## src/rtl/compa_seq_wide_if.sv

```systemverilog
// ---------------------------------------------------------------------------
// compa_seq_wide_if
//   Request/result bundle for the byte-serial wide magnitude comparator.
//   master : requester side (drives start, operands and cascade seed)
//   slave  : comparator side (drives busy, done and the registered result)
//
//   start   request, honoured only while busy is low
//   a, b    operands, 8*NBYTES bits, captured on an accepted start
//   agtbin  cascade seed "greater"
//   altbin  cascade seed "less"
//   aeqbin  cascade seed "equal"
//   busy    comparator is walking bytes or presenting done
//   done    one-cycle completion pulse
//   agtb    result A > B
//   altb    result A < B
//   aeqb    result A == B (or the seed when every byte matched)
// ---------------------------------------------------------------------------
interface compa_seq_wide_if #(
    parameter int NBYTES = 4
) ();
    logic                  start;
    logic [8*NBYTES-1:0]   a;
    logic [8*NBYTES-1:0]   b;
    logic                  agtbin;
    logic                  altbin;
    logic                  aeqbin;
    logic                  busy;
    logic                  done;
    logic                  agtb;
    logic                  altb;
    logic                  aeqb;

    modport master (
        output start, a, b, agtbin, altbin, aeqbin,
        input  busy, done, agtb, altb, aeqb
    );

    modport slave (
        input  start, a, b, agtbin, altbin, aeqbin,
        output busy, done, agtb, altb, aeqb
    );
endinterface

```

## src/rtl/compa_seq_wide.sv

```systemverilog
// ---------------------------------------------------------------------------
// compa_seq_wide
//   Multi-cycle unsigned magnitude comparator for 8*NBYTES-bit operands.
//   The operands are walked one byte per clock, least significant byte first,
//   while a registered gt/lt/eq cascade is carried between bytes. A differing
//   byte overwrites the cascade, so the most significant differing byte has
//   the final say; equal bytes leave it untouched, so an all-equal operand
//   pair reports the seed. The result can seed a downstream 8-bit stage.
//
// Ports
//   clk     rising-edge clock
//   rst_n   asynchronous active-low reset
//   bus     compa_seq_wide_if.slave:
//             start/a/b/agtbin/altbin/aeqbin in, busy/done/agtb/altb/aeqb out
//
// Timing
//   Start edge E0 -> RUN edges 1..NBYTES (one byte each) -> DONE for one
//   cycle (done=1, result visible) -> IDLE. Results only change on entry
//   to DONE and hold until the next completion or reset.
// ---------------------------------------------------------------------------
module compa_seq_wide #(
    parameter int NBYTES = 4
) (
    input  logic                 clk,
    input  logic                 rst_n,
    compa_seq_wide_if.slave      bus
);

    localparam int W     = 8 * NBYTES;
    // One extra code point so the index can step past the last byte without
    // wrapping back to zero inside an operation.
    localparam int IDX_W = $clog2(NBYTES + 1);
    localparam logic [IDX_W-1:0] LAST_IDX = IDX_W'(NBYTES - 1);

    // Cascade encoding {gt, lt, eq}
    localparam logic [2:0] CASC_GT   = 3'b100;
    localparam logic [2:0] CASC_LT   = 3'b010;
    localparam logic [2:0] CASC_EQ   = 3'b001;
    localparam logic [2:0] CASC_NONE = 3'b000;

    typedef enum logic [1:0] {
        ST_IDLE = 2'd0,
        ST_RUN  = 2'd1,
        ST_DONE = 2'd2
    } state_t;

    state_t            state_reg;
    logic [W-1:0]      a_reg;
    logic [W-1:0]      b_reg;
    logic [2:0]        casc_reg;
    logic [IDX_W-1:0]  idx_reg;
    logic              busy_reg;
    logic              done_reg;
    logic              agtb_reg;
    logic              altb_reg;
    logic              aeqb_reg;

    // -----------------------------------------------------------------------
    // Per-byte compare of the captured operands, then a one-hot select of
    // the byte currently addressed by idx_reg.
    // -----------------------------------------------------------------------
    logic [NBYTES-1:0] byte_gt;
    logic [NBYTES-1:0] byte_lt;
    logic [NBYTES-1:0] byte_sel;

    for (genvar gi = 0; gi < NBYTES; gi++) begin : g_byte
        assign byte_gt[gi]  = (a_reg[8*gi +: 8] > b_reg[8*gi +: 8]);
        assign byte_lt[gi]  = (a_reg[8*gi +: 8] < b_reg[8*gi +: 8]);
        assign byte_sel[gi] = (idx_reg == IDX_W'(gi));
    end

    logic sel_gt;
    logic sel_lt;

    assign sel_gt = |(byte_gt & byte_sel);
    assign sel_lt = |(byte_lt & byte_sel);

    // Cascade after applying the current byte.
    logic [2:0] casc_next;

    always_comb begin
        casc_next = casc_reg;
        if (sel_gt) begin
            casc_next = CASC_GT;
        end else if (sel_lt) begin
            casc_next = CASC_LT;
        end
    end

    // Only a one-hot seed is meaningful; anything else starts the cascade
    // with no flag set so an all-equal compare reports nothing.
    logic [2:0] seed_casc;

    always_comb begin
        seed_casc = CASC_NONE;
        case ({bus.agtbin, bus.altbin, bus.aeqbin})
            CASC_GT: seed_casc = CASC_GT;
            CASC_LT: seed_casc = CASC_LT;
            CASC_EQ: seed_casc = CASC_EQ;
            default: seed_casc = CASC_NONE;
        endcase
    end

    // -----------------------------------------------------------------------
    // Control FSM with registered outputs.
    // -----------------------------------------------------------------------
    always_ff @(posedge clk or negedge rst_n) begin
        if (!rst_n) begin
            state_reg <= ST_IDLE;
            a_reg     <= '0;
            b_reg     <= '0;
            casc_reg  <= CASC_NONE;
            idx_reg   <= '0;
            busy_reg  <= 1'b0;
            done_reg  <= 1'b0;
            agtb_reg  <= 1'b0;
            altb_reg  <= 1'b0;
            aeqb_reg  <= 1'b0;
        end else begin
            case (state_reg)
                ST_IDLE: begin
                    done_reg <= 1'b0;
                    if (bus.start) begin
                        a_reg     <= bus.a;
                        b_reg     <= bus.b;
                        casc_reg  <= seed_casc;
                        idx_reg   <= '0;
                        busy_reg  <= 1'b1;
                        state_reg <= ST_RUN;
                    end
                end

                ST_RUN: begin
                    casc_reg <= casc_next;
                    idx_reg  <= idx_reg + 1'b1;
                    if (idx_reg == LAST_IDX) begin
                        // Last byte: publish the cascade including this byte.
                        {agtb_reg, altb_reg, aeqb_reg} <= casc_next;
                        done_reg  <= 1'b1;
                        state_reg <= ST_DONE;
                    end
                end

                ST_DONE: begin
                    // start is ignored here; it is not remembered for later.
                    done_reg  <= 1'b0;
                    busy_reg  <= 1'b0;
                    state_reg <= ST_IDLE;
                end

                default: begin
                    done_reg  <= 1'b0;
                    busy_reg  <= 1'b0;
                    state_reg <= ST_IDLE;
                end
            endcase
        end
    end

    assign bus.busy = busy_reg;
    assign bus.done = done_reg;
    assign bus.agtb = agtb_reg;
    assign bus.altb = altb_reg;
    assign bus.aeqb = aeqb_reg;

endmodule
```

## src/flat_wrapper.sv

```systemverilog
// flat-port wrapper written by rule: the top's interface ports become plain ports
module compa_seq_wide_flat 
#(
    parameter int NBYTES = 4
)
  (clk, rst_n, bus_start, bus_a, bus_b, bus_agtbin, bus_altbin, bus_aeqbin, bus_busy, bus_done, bus_agtb, bus_altb, bus_aeqb);
  compa_seq_wide_if #(.NBYTES(NBYTES)) bus_i ();
  input  logic clk;
  input  logic rst_n;
  input wire logic [$bits(bus_i.start)-1:0] bus_start;
  input wire logic [$bits(bus_i.a)-1:0] bus_a;
  input wire logic [$bits(bus_i.b)-1:0] bus_b;
  input wire logic [$bits(bus_i.agtbin)-1:0] bus_agtbin;
  input wire logic [$bits(bus_i.altbin)-1:0] bus_altbin;
  input wire logic [$bits(bus_i.aeqbin)-1:0] bus_aeqbin;
  output wire logic [$bits(bus_i.busy)-1:0] bus_busy;
  output wire logic [$bits(bus_i.done)-1:0] bus_done;
  output wire logic [$bits(bus_i.agtb)-1:0] bus_agtb;
  output wire logic [$bits(bus_i.altb)-1:0] bus_altb;
  output wire logic [$bits(bus_i.aeqb)-1:0] bus_aeqb;
  assign bus_i.start = bus_start;
  assign bus_i.a = bus_a;
  assign bus_i.b = bus_b;
  assign bus_i.agtbin = bus_agtbin;
  assign bus_i.altbin = bus_altbin;
  assign bus_i.aeqbin = bus_aeqbin;
  assign bus_busy = bus_i.busy;
  assign bus_done = bus_i.done;
  assign bus_agtb = bus_i.agtb;
  assign bus_altb = bus_i.altb;
  assign bus_aeqb = bus_i.aeqb;
  compa_seq_wide #(.NBYTES(NBYTES)) u_core (.clk(clk), .rst_n(rst_n), .bus(bus_i));
endmodule
```

## config.mk

```make
export PLATFORM = sky130hd
export DESIGN_NAME = compa_seq_wide_flat
export DESIGN_NICKNAME = d
export VERILOG_FILES = /design/src/rtl/compa_seq_wide_if.sv /design/src/rtl/compa_seq_wide.sv /design/src/flat_wrapper.sv
export SDC_FILE = /design/constraint.sdc
export NUM_CORES = 1
export LEC_CHECK = 0
export CORE_MARGIN = 10
export CORE_UTILIZATION = 24
export CTS_CLUSTER_DIAMETER = 80
export DETAILED_ROUTE_END_ITERATION = 8
export PLACE_DENSITY = 0.52
export SLEW_MARGIN = 15
export SYNTH_ARGS = -nofsm -noshare
export SYNTH_HDL_FRONTEND = slang
export SYNTH_SLANG_ARGS = --single-unit
```

## constraint.sdc

```tcl
create_clock -name clk -period 2.4 [get_ports clk]
set_input_delay 0.48 -clock clk [delete_from_list [all_inputs] [get_ports clk]]
set_output_delay 0.48 -clock clk [all_outputs]
set_load 0.03 [all_outputs]
```

# ---- After elaboration in Yosys (flattened, before gate mapping)
# Cells that the tools add are included.
dict set report op_classes {
  add_sub_neg 1
  magnitude_cmp 8
  n_eq_ne 9
  n_mux 14
  bitwise 3
  reduce_logical 10
}
# operator count
set op_table {}
lappend op_table {{8-bit greater-than comparator} 4}
lappend op_table {{8-bit less-than comparator} 4}
lappend op_table {{3-bit two-way mux} 4}
lappend op_table {{3-bit one-hot mux with 2 select lines} 2}
lappend op_table {{2-bit AND reduction} 5}
lappend op_table {{3-bit by 2-bit equality test with 1-bit output, second input constant} 3}
lappend op_table {{3-bit one-hot mux with 3 select lines} 1}
lappend op_table {{4-bit AND} 2}
lappend op_table {{4-bit OR reduction} 2}
lappend op_table {{3-bit by 1-bit equality test with 1-bit output, second input constant} 2}
lappend op_table {{2-bit two-way mux} 2}
lappend op_table {{2-bit one-hot mux with 2 select lines} 1}
lappend op_table {{3-bit by 1-bit adder with 3-bit output, second input constant} 1}
lappend op_table {{3-bit equality test, second input constant} 1}
lappend op_table {{3-bit zero test} 1}
lappend op_table {{1-bit two-way mux} 3}
lappend op_table {{2-bit by 1-bit equality test with 1-bit output, second input constant} 1}
lappend op_table {{2-bit zero test} 1}
lappend op_table {{2-bit by 1-bit inequality test with 1-bit output, second input constant} 1}
lappend op_table {{2-bit inequality test, second input constant} 1}
lappend op_table {{1-bit one-hot mux with 2 select lines} 1}
lappend op_table {{2-bit nonzero test} 1}
lappend op_table {{1-bit NOT} 1}
dict set report totals {
  reg_bits 77
  in_bits 70
  wordCells 55
}

# ---- Depth between registers and ports, before layout
# Gate-level depths: netlist of the first run.
dict set report depth {
  ltp_word 6
  ltp_mapped 8
}

# ---- Worst setup path before layout of the first run
# OpenSTA, ideal clock, no wires.
dict set report synth_timing {
  path_type {register to register}
  start {register u_core.a_reg[25]}
  end {register u_core.aeqb_reg, in the netlist u_core.bus.aeqb}
  setup_time_ns 0.095
  arrival_time_ns 1.977
  required_time_ns 2.305
  path_slack_ns 0.328
  path_stages_with_launch 8
  synth_period_minus_slack_ns 2.072
  path_cell_list {dfrtp_1 > ha_1 > nor2b_4 > o211ai_2 > a211oi_1 > or4_4 > or2_4 > o31ai_1}
}
dict set report synth_between {
  elab_chain_cells 5
  elab_cells_between_ends 8
}
# element line_no
set synth_rtl {}
lappend synth_rtl {{from (decl)} compa_seq_wide.sv:48} ;# logic [W-1:0] a_reg;
lappend synth_rtl {{from (signal assigned)} compa_seq_wide.sv:124} ;# a_reg <= bus.a;
lappend synth_rtl {{8-bit less-than comparator} compa_seq_wide.sv:68} ;# assign byte_lt[gi] = (a_reg[8*gi +: 8] < b_reg[8*gi +: 8]);
lappend synth_rtl {{4-bit AND} compa_seq_wide.sv:76} ;# assign sel_lt = |(byte_lt & byte_sel);
lappend synth_rtl {{4-bit OR reduction} compa_seq_wide.sv:76}
lappend synth_rtl {{3-bit two-way mux} compa_seq_wide.sv:85} ;# end else if (sel_lt) begin
lappend synth_rtl {{3-bit two-way mux (*)} compa_seq_wide.sv:83} ;# if (sel_gt) begin
lappend synth_rtl {{to (signal assigned)} compa_seq_wide.sv:138} ;# {agtb_reg, altb_reg, aeqb_reg} <= casc_next;
lappend synth_rtl {{to (decl)} compa_seq_wide.sv:56} ;# logic aeqb_reg;
# Every way passes the cells marked *; elsewhere a longest branch is shown, timed or not.
# A chain may end at the register's enable or synchronous reset.

# ---- Final worst setup path of the first run
# Same ends and word-level chain as after synthesis.

==> run summary, run 1 <==
Gr usage total - 0.09234
CTS tree - done
Pin count of the biggest net entering global routing - 58
Lkg Pwr - 2.234 nW
Initial antenna violation count - 0
Worst Path Required - 2.64 ns
Final wirelength - 9608 um
Hold slack - 0.06484 ns
Commonest non-fill, non-tap cell in the layout - dfrtp_1
Layout area overhead - 35.82%
Worst min path class - primary input to asynchronous set/reset pin
Fmax achieved - 0.4414 GHz
Initial Util - 0.2425
CP Data Arrival Time - 2.51 ns
Die ar. - 0.02139 mm^2
Non-Filler Instances - 657
Vias per inst - 4.253
Finished Core Util - 0.3294
First-pass GRT wire length - 15720 um
Power Total - 6.483 mW
CTS buffer count - 9
Syn Inst Count - 356
Total of max-cap violations - 0
Status - finished clean
Final-layout fill cell count - 1627
Grt ovf - 0
Site row count - 46
Clk pin slew, worst setup/hold paths - 0.06 ns
CTS sink cnt - 77
Post-CTS Setup Bufs - 0
Post-route DRC - 0
Syn Nets - 463
# setup viols final - 0
Synth cell types - 32
I/O pin cnt - 75
Die Height - 146.2 um
Crit. End Element - flip-flop
Antenna diodes - 0
Worst-margin pin slew - 0.4222 ns
Post-synthesis sequential area ratio - 0.5038
Input/output buffers - 74
Synth Register Bits - 77
Design Area, Final - 0.005195 mm^2
Pwr per Cell Area - 1248 mW/mm^2
Critical Path Source Type - flip-flop
Slew headroom - 0.7155
Fin nets - 545
Cell count after placement - 643
Pins Over Slew Limit - 0
Placed Area - 0.004881 mm^2
H-tree lvl count - 3
DIE WIDTH - 146.2 um
DRT Pass-1 Iters - 5
Period minus WS final - 2.265 ns
Vias - 2794
Mapped Area - 0.003825 mm^2
Post-DP HPWL - 7530 um
Routed Antenna Nets - 0
Worst skew pair latency - 0.33 ns
Worst vdd ir - 388.3 uV
Final period util - 0.9439
Commonest cells after routing, fill and taps aside - dfrtp_1, clkdlybuf4s50_1, nand2_1
Clock Skews - 0.004304 ns
Post-synth EDFFs - 0
Longest Clk Path Bufs - 2
Root buffer cell - clkbuf_16
Core ar. - 0.01577 mm^2
Drt initial violations - 137
Syn Area/Cell - 10.74 um^2
Peak fanout along the critical path - 4
Synth Warn # - 0
Vias in the first global route - 2998
Post-synth top flop - dfrtp_1
Fin. Hold Viols - 0
GPL Wtd Cong - 0.7592
Share of layout cells above drive strength 1 - 0.1542
Wire per inst - 14.62 um
Crit Path Class - flip-flop to flip-flop
Async set-reset flop share out of synthesis - 1.000
-- worst paths after layout --
kind                                  start          endpoint  slack, ns  cells after the start
max                        u_core.a_reg[25]   u_core.bus.aeqb       0.13                      7
max in group asynchronous             rst_n   u_core.a_reg[7]       1.73                      2
min reg2reg                 u_core.bus.busy   u_core.bus.busy       0.50                      1
min in group clk            u_core.bus.busy   u_core.bus.busy       0.50                      1
max reg2reg                u_core.a_reg[25]   u_core.bus.aeqb       0.13                      7
min                                   rst_n  u_core.b_reg[22]       0.06                      1
-- cell families (layout without fill, tap and decap cells) --
family	Yosys count	in the layout	synth area share
compound gates	83	83	0.1295
fa+ha+maj	37	37	0.1210
buf+inv	49	134	0.04841
flops	77	77	0.5038
mux	33	33	0.09683
simple gates	77	77	0.1004
-- area by class of cell --
class,instances,area (um^2),area share
multi-input combinational,230,1747,0.3362
inverter,38,142.6,0.02746
timing repair buffer,82,823.3,0.1585
sequential,77,1927,0.3709
tap,216,270.3,0.05202
clock buffer,13,280.3,0.05395
clock inverter,1,5.005,0.0009634
-- routing by layer --
metal,GRT usage,up-vias,part of all wire
met5,0,-,0
met1,0.1164,1315,0.48
met4,0.02152,0,0.0095
met3,0.03492,9,0.056
li1,-,1407,-
met2,0.1463,63,0.45
-- synthesized netlist by cell type (2+ instances only) --
library cell	count	area (um^2)
dfrtp_1	77	1927
nand2_1	45	168.9
o21ai_0	40	200.2
inv_1	38	142.6
ha_1	37	462.9
mux2_2	32	360.4
a21oi_1	19	95.09
clkbuf_1	10	37.54
nand4_1	9	56.30
o211ai_1	9	67.56
nor2b_1	7	43.79
nor2_1	4	15.01
o31ai_1	4	30.03
a211oi_1	2	15.01
nand3_1	2	10.01
nand3b_1	2	15.01
nor4bb_1	2	20.02
o211ai_2	2	25.02
o32a_1	2	20.02
-- metrics by stage --
step                 TNS, ns  worst slack, ns
floorplan                  0           0.3280
CTS                        0           0.1049
global placement           0           0.1299
global route        -0.01190        -0.007672
detailed placement         0           0.1071
finish                     0           0.1347
-- timing repair --
item / in CTS / in global routing
hold buffers: 0 / 0
resized for setup: 0 / 6
endpoints found under the setup margin: 0 / 4
-- critical path, stage by stage (launching register included) --
cell	delay [ns]
dfrtp_1	0.38
ha_1	0.29
nor2b_4	0.13
o211ai_2	0.18
a211oi_2	0.11
or4_4	0.57
or2_4	0.28
o31ai_2	0.24
-- where the power goes --
group,switching [mW],total (mW),internal (mW)
combinational,1.58,2.95,1.37
clock,0.502,1.30,0.800
sequential,0.296,2.23,1.93
total,2.38,6.48,4.10
No activity file was read; power rests on OpenSTA's default activity.
==> inputs of run 2 (changes only) <==
- SKIP_LAST_GASP: default -> 1
- clock period: 2.4 -> 2.6 ns (I/O delays scaled with it)
==> run 2 against run 1 <==
Final area shrank 0.60%. Sequential cell count unchanged. Count of clock-buffer cells in the layout shrank 2. Largest cell class unchanged. Highest routed layer unchanged.
==> run summary, run 2 (same netlist as run 1, synthesis figures left out) <==
Crit. End Element - flip-flop
Flop2flop setup slack - 0.38 ns (+0.25 ns)
Vias in the first global route - 3009 (+0.37%)
Share of layout cells above drive strength 1 - 0.1347 (-0.01949)
First-pass GRT wire length - 15680 um (-0.27%)
DIE WIDTH - 146.2 um (unchanged)
Fin nets - 541 (-0.73%)
Crit path buffers/inverters - 1 (+1)
Antenna diodes - 0 (unchanged)
Finished Core Util - 0.3274 (-0.001983)
Clock Skews - 0.007925 ns (+0.003621 ns)
Grt ovf - 0 (unchanged)
Lkg Pwr - 2.211 nW (-1.0%)
CTS tree - done
Worst vdd ir - 371.9 uV (-4.2%)
# hold bufs at CTS - 0 (unchanged)
Post-CTS Setup Bufs - 0 (unchanged)
Fin. Hold Viols - 0 (unchanged)
Layout area overhead - 35.00%
Design Area, Final - 0.005164 mm^2 (-0.60%)
Site row count - 46 (unchanged)
Clk pwr share - 0.213 (+0.012)
Die Height - 146.2 um (unchanged)
Longest Clk Path Bufs - 2 (unchanged)
Final period util - 0.8525 (-0.09139)
CP top delay family - simple AND/OR/NAND/NOR gates
Worst Path Required - 2.85 ns (+0.21 ns)
CP Data Arrival Time - 2.47 ns (-0.04 ns)
H-tree lvl count - 3 (unchanged)
Post-route DRC - 0 (unchanged)
Initial Util - 0.2425 (unchanged)
Worst min path class - primary input to asynchronous set/reset pin
Gr usage total - 0.09233 (about the same)
Critical path cell sequence - inv_1 > ha_1 > nor2b_4 > o211ai_2 > a211oi_1 > or4_4 > or2_4 > o31ai_1
Final wirelength - 9547 um (-0.63%)
Pins Over Slew Limit - 0 (unchanged)
DRT Pass-1 Iters - 4 (-1)
Routed Antenna Nets - 0 (unchanged)
Crit Path Class - flip-flop to flip-flop
DP Worst Slack - 0.2922 ns (+0.1852 ns)
Total of max-cap violations - 0 (unchanged)
Initial antenna violation count - 0 (unchanged)
Commonest cells after routing, fill and taps aside - dfrtp_1, clkdlybuf4s50_1, nand2_1
I/O pin cnt - 75 (unchanged)
Wire per inst - 14.60 um (-0.18%)
Die ar. - 0.02139 mm^2 (unchanged)
Period minus WS final - 2.217 ns (-0.04884 ns)
Sw Ratio - 0.3653 (-0.001878)
Worst path slowest cell - or4_4
Critical Path Source Type - flip-flop
Core ar. - 0.01577 mm^2 (unchanged)
Comb power frac - 0.443 (-0.012)
CTS buffer count - 9 (unchanged)
Commonest non-fill, non-tap cell in the layout - dfrtp_1
Peak fanout along the critical path - 4 (unchanged)
# setup viols final - 0 (unchanged)
P_int - 3.807 mW (-7.2%)
Worst skew pair latency - 0.34 ns (about the same)
Drt initial violations - 117 (-15%)
RSZ-0062 raised after global routing - false
Placed Area - 0.004863 mm^2 (-0.36%)
CTS sink cnt - 77 (unchanged)
Fmax achieved - 0.4512 GHz (+2.2%)
GPL Wtd Cong - 0.7765 (+2.3%)
Max incr delay on CP - 0.57 ns (about the same)
Post-DP HPWL - 7175 um (-4.7%)
Pin count of the biggest net entering global routing - 78 (+34%)
Post-cts resize count - 0 (unchanged)
Psw - 2.191 mW (-8.0%)
Status - finished clean
Final WS setup - 0.3835 ns (+0.2488 ns)
Input/output buffers - 74 (unchanged)
TNS Setup - 0 ns (unchanged)
Root buffer cell - clkbuf_16
Vias per inst - 4.292 (+0.93%)
Clk pin slew, worst setup/hold paths - 0.06 ns (about the same)
Pwr per Cell Area - 1161 mW/mm^2 (-6.9%)
Slew headroom - 0.7137 (-0.001806)
Flop pwr share - 0.345 (about the same)
Worst-margin pin slew - 0.4249 ns (+0.002681 ns)
Vias - 2807 (+0.47%)
==> run 2: cell count changes in the layout (fill, tap and decap cells not counted) <==
cell,delta
a21oi_2,-1
a211oi_2,-1
o31ai_1,+4
buf_12,+1
a211oi_1,+1
bufinv_16,+1
o31ai_2,-4
buf_4,-5
a21oi_1,+1
clkinv_2,+1
clkbuf_8,-2
clkinvlp_4,+1
==> run 2: metal layers <==
| layer | up-vias | global-route usage | routed length, um |
|---|---|---|---|
| li1 | 1390 | - | - |
| met1 | 1337 | 0.1147 | 4508 |
| met2 | 72 | 0.1431 | 4363 |
| met3 | 8 | 0.03770 | 555 |
| met4 | 0 | 0.02853 | 120 |
| met5 | - | 0 | 0 |
==> run 2: cell type report <==
type / count / area, um^2
Clock inverter: 4 / 47.55
Multi-Input combinational cell: 230 / 1718
Tap cell: 216 / 270.3
Timing Repair Buffer: 78 / 805.8
Clock buffer: 11 / 252.7
Inverter: 38 / 142.6
Sequential cell: 77 / 1927
Fill cell: 1607 / 10610
==> run 2: final timing paths <==
kind	end	cells after the start	start
max	u_core.bus.aeqb	8	u_core.b_reg[25]
min	u_core.b_reg[22]	2	rst_n
max reg2reg	u_core.bus.aeqb	8	u_core.b_reg[25]
min reg2reg	u_core.state_reg[0]	1	u_core.state_reg[1]
max in group asynchronous	u_core.a_reg[5]	2	rst_n
min in group clk	u_core.state_reg[0]	1	u_core.state_reg[1]
==> run 2: worst reg2reg max path, stage by stage (launching register included) <==
cell      delay [ns]
dfrtp_1         0.32
inv_1           0.05
ha_1            0.30
nor2b_4         0.13
o211ai_2        0.16
a211oi_1        0.11
or4_4           0.57
or2_4           0.26
o31ai_1         0.23
==> run 2: per-stage QoR <==
| stage | instances | hold WS [ns] | power (mW) |
|---|---|---|---|
| floorplan | 356 | 0.2244 | 3.926 |
| global placement | 639 | 0.4859 | 4.697 |
| detailed placement | 639 | 0.4902 | 4.756 |
| CTS | 654 | 0.2096 | 6.097 |
| global route | 654 | 0.2207 | 6.555 |
| finish | 654 | 0.1848 | 5.997 |
==> run 2: power groups by stage <==
stage | Sequential [mW] | Combinational (mW) | Clock, mW
2_1_floorplan | 2.06 | 1.87 | 0
3_3_place_gp | 2.07 | 2.62 | 0
3_5_place_dp | 2.09 | 2.67 | 0
4_1_cts | 2.08 | 2.70 | 1.33
5_1_grt | 2.15 | 3.05 | 1.35
6_report | 2.07 | 2.65 | 1.27
